--- src/rtl/fcs_serializer_pkg.sv ---
// Shared types for the FCS serializer: FSM state encoding and
// the default generator width the remainder width derives from.
package fcs_serializer_pkg;

    typedef enum logic [1:0] {
        ST_IDLE  = 2'd0,
        ST_SHIFT = 2'd1,
        ST_DONE  = 2'd2
    } fcs_state_e;

    localparam int unsigned FCS_GEN_WIDTH = 17;

endpackage

--- src/rtl/fcs_serializer.sv ---
// Serialises an FCS remainder onto LANES output bits per clock with
// ready/valid load, selectable bit order, optional inversion and abort.
module fcs_serializer
    import fcs_serializer_pkg::*;
#(
    parameter int unsigned REM_WIDTH = FCS_GEN_WIDTH - 1,
    parameter int unsigned LANES     = 1,
    parameter int unsigned MSB_FIRST = 0
) (
    input  logic                 CLK,
    input  logic                 RST,
    input  logic [REM_WIDTH-1:0] FCS_result,
    input  logic                 FCS_valid,
    output logic                 FCS_ready,
    input  logic                 Invert,
    input  logic                 Abort,
    output logic [LANES-1:0]     Ser_Data,
    output logic                 Valid_Out,
    output logic                 Last_Out,
    output logic                 Shift_done,
    output logic                 Busy
);

    localparam int unsigned BEATS = REM_WIDTH / LANES;
    localparam int unsigned CNT_W = $clog2(BEATS) + 1;
    localparam logic [CNT_W-1:0] LAST_CNT = CNT_W'(BEATS - 1);

    if ((REM_WIDTH % LANES) != 0 || REM_WIDTH < 2) begin : g_bad_cfg
        $error("fcs_serializer: LANES must divide REM_WIDTH, REM_WIDTH >= 2");
    end

    fcs_state_e           state_q, state_d;
    logic [REM_WIDTH-1:0] sreg_q, sreg_d;
    logic [CNT_W-1:0]     cnt_q, cnt_d;
    logic [LANES-1:0]     data_q, data_d;
    logic                 valid_q, valid_d;
    logic                 last_q, last_d;
    logic                 done_q, done_d;

    logic [REM_WIDTH-1:0] load_w;
    logic [REM_WIDTH-1:0] src_w;
    logic [REM_WIDTH-1:0] rest_w;
    logic [LANES-1:0]     head_w;

    // In IDLE the fresh word feeds the beat mux so beat 0 leaves on the load edge.
    assign load_w = Invert ? ~FCS_result : FCS_result;
    assign src_w  = (state_q == ST_IDLE) ? load_w : sreg_q;

    if (MSB_FIRST != 0) begin : g_msb
        assign head_w = src_w[REM_WIDTH-1 -: LANES];
        assign rest_w = src_w << LANES;
    end else begin : g_lsb
        assign head_w = src_w[LANES-1:0];
        assign rest_w = src_w >> LANES;
    end

    always_ff @(posedge CLK or negedge RST) begin
        if (!RST) begin
            state_q <= ST_IDLE;
            sreg_q  <= '0;
            cnt_q   <= '0;
            data_q  <= '0;
            valid_q <= 1'b0;
            last_q  <= 1'b0;
            done_q  <= 1'b0;
        end else begin
            state_q <= state_d;
            sreg_q  <= sreg_d;
            cnt_q   <= cnt_d;
            data_q  <= data_d;
            valid_q <= valid_d;
            last_q  <= last_d;
            done_q  <= done_d;
        end
    end

    always_comb begin
        state_d = state_q;
        unique case (state_q)
            ST_IDLE:  if (FCS_valid) state_d = ST_SHIFT;
            ST_SHIFT: if (last_q) state_d = ST_DONE;
            ST_DONE:  state_d = ST_IDLE;
            default:  state_d = ST_IDLE;
        endcase
        if (Abort) state_d = ST_IDLE;
    end

    // Everything defaults to zero so abort and DONE clear the datapath.
    always_comb begin
        sreg_d  = '0;
        cnt_d   = '0;
        data_d  = '0;
        valid_d = 1'b0;
        last_d  = 1'b0;
        done_d  = 1'b0;
        if (!Abort) begin
            unique case (state_q)
                ST_IDLE: begin
                    if (FCS_valid) begin
                        sreg_d  = rest_w;
                        data_d  = head_w;
                        valid_d = 1'b1;
                        last_d  = (BEATS == 1);
                        cnt_d   = CNT_W'(1);
                    end
                end
                ST_SHIFT: begin
                    if (last_q) begin
                        done_d = 1'b1;
                    end else begin
                        sreg_d  = rest_w;
                        data_d  = head_w;
                        valid_d = 1'b1;
                        last_d  = (cnt_q == LAST_CNT);
                        cnt_d   = cnt_q + CNT_W'(1);
                    end
                end
                default: ;
            endcase
        end
    end

    assign FCS_ready  = (state_q == ST_IDLE);
    assign Busy       = (state_q != ST_IDLE);
    assign Ser_Data   = data_q;
    assign Valid_Out  = valid_q;
    assign Last_Out   = last_q;
    assign Shift_done = done_q;

endmodule
--- config.mk ---
export PLATFORM = sky130hd
export DESIGN_NAME = fcs_serializer
export DESIGN_NICKNAME = d
export VERILOG_FILES = /design/src/rtl/fcs_serializer_pkg.sv /design/src/rtl/fcs_serializer.sv
export SDC_FILE = /design/constraint.sdc
export NUM_CORES = 1
export LEC_CHECK = 0
export BUFFER_PORTS_ARGS = -buffer_cell sky130_fd_sc_hd__buf_4
export CAP_MARGIN = 10
export CORE_MARGIN = 2
export CORE_UTILIZATION = 45
export CTS_CLUSTER_DIAMETER = 30
export DETAILED_ROUTE_END_ITERATION = 10
export GPL_ROUTABILITY_DRIVEN = 0
export PLACE_DENSITY = 0.68
export SKIP_LAST_GASP = 1
export SYNTH_ARGS = -nofsm -noshare
export SYNTH_HDL_FRONTEND = slang
export SYNTH_SLANG_ARGS = --single-unit
--- constraint.sdc ---
create_clock -name CLK -period 2.1 [get_ports CLK]
set_input_delay 0 -clock CLK [delete_from_list [all_inputs] [get_ports CLK]]
set_output_delay 0 -clock CLK [all_outputs]
set_load 0.01 [all_outputs]
==> results by group <==
Outcome
  • Status: finished clean

Clocking
  • Clk pin slew, worst setup/hold paths: 0.13 ns
  • Postcts setup bufs: 0
  • CTS sink count: 26
  • Clock tree buffer depth: 2
  • CTS Buf Count: 3
  • CTS tree: done
  • H-tree levels: 1
  • Worst-Skew Late Latency: 0.31 ns
  • Root Buffer: clkbuf_4

Synthesis
  • Mapped cell area: 1240 µm²
  • EDFF count, synth: 0
  • Top-area cell type share of the netlist area: 52.6%
  • Syn_nets: 144
  • Synth Area in Adders: 2.02%
  • Cell variety after synth: 22
  • Synth Register Bits: 26
  • Largest family of logic cells by synthesized area: compound AO/OA/AOI/OAI gates
  • Multiplexer area fraction after synthesis: 0%
  • Synthesized area per cell: 10.2 µm²
  • Post-synthesis xor/xnor area fraction: 12.7%
  • Async SR Flop Fraction: 100%
  • Seq/Total Area, Yosys: 52.6%
  • Simple-gate share of the synthesized area: 13.3%
  • YS warnings: 0
  • Cell count after synthesis: 121
  • Post-synthesis compound-gate area fraction: 14.2%
  • Synth area leaders: dfrtp_1, xor2_1, o21ai_0
  • Yosys top cell by area: dfrtp_1
  • Most used DFF post-synth: dfrtp_1

Floorplanning
  • Core Area: 2690 µm²
  • Row cnt: 19
  • Area of the die: 3190 µm²
  • Die W: 56.4 µm
  • Initial Util: 46.1%
  • Die Y: 56.4 µm
  • IO Pins: 27

GRT
  • Met1 track demand over resource: 18.1%
  • Largest net degree at the start of global routing: 27
  • Met3 Track Usage GR: 3.00%
  • First-pass GRT wire length: 3.88 mm
  • Antenna violations before repair: 0
  • GRT Overall Usage: 15.3%
  • Most used routing layer: met2
  • GR Overflow Total: 0
  • Vias in the first global route: 916
  • Grt met2 use: 28.6%

Cells and area
  • Layout cells sized above 1: 25.0%
  • Total Nets Final: 172
  • Final cell count without fillers: 179
  • Post-route cell area: 1500 µm²
  • Inserted Diodes: 0
  • Syn-to-layout area delta: 20.9%

Worst setup path
  • Worst R2R Setup Slack: 0.22 ns
  • Type of the worst setup path: reg -> reg
  • Biggest cell delay along the critical path: 0.59 ns
  • Critical path endpoint category: register
  • CP Cell Sequence: buf_4, nor2_4, nand2_2, nor3_1, dlygate4sd3_1
  • Crit start category: register
  • CP Max Fanout: 19
  • Worst EP required: 2.35 ns
  • Crit path DAT: 2.13 ns
  • Slowest-stage cell, CP: dlygate4sd3_1

Detailed routing
  • Routed via count: 890
  • Via/cell ratio: 4.97
  • Drt total wl: 2.18 mm
  • TritonRoute pass-1 iters: 2
  • Initial detailed-routing violation count: 24
  • WL per Instance: 12.2 µm
  • DRT antenna net count: 0
  • DRC: 0

Timing
  • Fin Setup TNS: 0 ns
  • Slew HR: 60.6%
  • Tcrit/Tclk final: 89.3%
  • RSZ-0062 raised after global routing: no
  • FMAX: 533 MHz
  • Clock Skew: 0.00227 ns
  • Worst-Margin Slew: 0.590 ns
  • Fin crit period: 1.88 ns
  • Setup Viol. Count Final: 0
  • Fin. max-slew vios: 0
  • Final count of hold timing violations: 0

Placed design
  • Dpl hpwl: 1.50 mm
  • Placed insts: 172
  • PortBufs: 26
  • Placed Area: 1430 µm²

Pwr
  • PD cells: 640 nW/µm²
  • Maximum VDD drop: 0.367 mV
  • P_leak: 0.721 nW
  • Tot Pwr: 0.000957 W

Min path
  • HP Class: in -> reg

Flow run
  • Number of max-cap violations: 0
==> worst paths after layout <==
path / from / end / cells after the start
setup / recovery: state_q[0] / sreg_q[14] / 5
hold / removal: FCS_result[9] / sreg_q[8] / 4
setup reg to reg: state_q[0] / sreg_q[14] / 5
hold reg to reg: sreg_q[9] / sreg_q[8] / 2
max in group asynchronous: RST / sreg_q[11] / 2
min in group asynchronous: RST / sreg_q[0] / 2
==> cell usage after synthesis, drive strengths merged (2+ instances only) <==
| master | n |
|---|---|
| clkbuf | 3 |
| buf | 5 |
| and3 | 5 |
| o21ai | 17 |
| ha | 2 |
| nand2 | 17 |
| a21oi | 15 |
| xor2 | 16 |
| dfrtp | 26 |
| inv | 2 |
| nor2 | 5 |
| xnor2 | 2 |
==> placed cells by master (no fill, tap or decap) <==
cell type      netlist  layout
xnor2_1              2       2
dfrtp_1             26      26
nor2b_1              1       1
buf_4                3      28
a21oi_1             13      13
nor3b_4              1       1
o21ai_0             17      17
nand2b_1             1       1
nand2_2              1       1
ha_1                 2       2
clkbuf_4             0       3
a21boi_0             1       1
nor2_4               1       1
nor2_1               4       4
dlygate4sd3_1        0       3
and3_1               5       5
nor3_1               1       1
a21oi_2              2       2
inv_1                2       2
xor2_1              16      16
nand3_1              1       1
clkbuf_8             0       1
nand2_1             16      16
==> metal layers <==
| metal | wire [µm] | vias to the layer above | share of wire, % |
|---|---|---|---|
| met5 | 0 | - | 0 |
| met4 | 12 | 0 | 0.55 |
| met3 | 82 | 2 | 3.8 |
| met2 | 1110 | 18 | 51 |
| met1 | 980 | 417 | 45 |
| li1 | - | 453 | - |
==> area by class of cell <==
cell class                      instances  area (µm²)
Fill cell                             262        1190
Clock buffer                            4        36.3
Multi-Input combinational cell         85         523
Inverter                                2        7.51
Tap cell                               31        38.8
Timing Repair Buffer                   31         240
Sequential cell                        26         651
==> kinds of logic (layout without fill, tap and decap cells) <==
group | Yosys count | in the layout
fa+ha+maj | 2 | 2
xor+xnor | 18 | 18
flops | 26 | 26
compound gates | 33 | 33
simple gates | 32 | 32
buf+inv | 10 | 37
==> critical path: cells and delay by family, from the launching register on <==
| family | cells | cell delay [ns] |
|---|---|---|
| buffers and inverters | 2 | 0.79 |
| and+or+nand+nor | 3 | 0.62 |
| DFF | 1 | 0.40 |
==> registers in the layout, indices dropped and copies added (netlist names) <==
register,flops
Last_Out,1
Ser_Data,1
Shift_done,1
Valid_Out,1
cnt_q,5
sreg_q,15
state_q,2
==> power breakdown <==
part           switching [W]  total (W)  internal (W)
Combinational      0.0000962   0.000176     0.0000799
Clock               0.000138   0.000244      0.000106
Sequential        0.00000931   0.000538      0.000528
==> repair_timing <==
item,4_1_cts,5_1_grt
setup endpoints to repair,0,0
endpoints found under the hold margin,29,0
resized for setup,0,0
hold buffers,3,0
==> metrics by stage <==
stage          setup WS [ns]  util (%)  hold slack (ns)
6_report               0.225      55.7           0.0123
3_3_place_gp           0.764      53.2          -0.0778
4_1_cts                0.227      55.7          0.00820
2_1_floorplan          0.932         -           -0.296
3_5_place_dp           0.745      53.2          -0.0727
5_1_grt                0.137      55.7          0.00687
(Power assumes the default switching activity.)
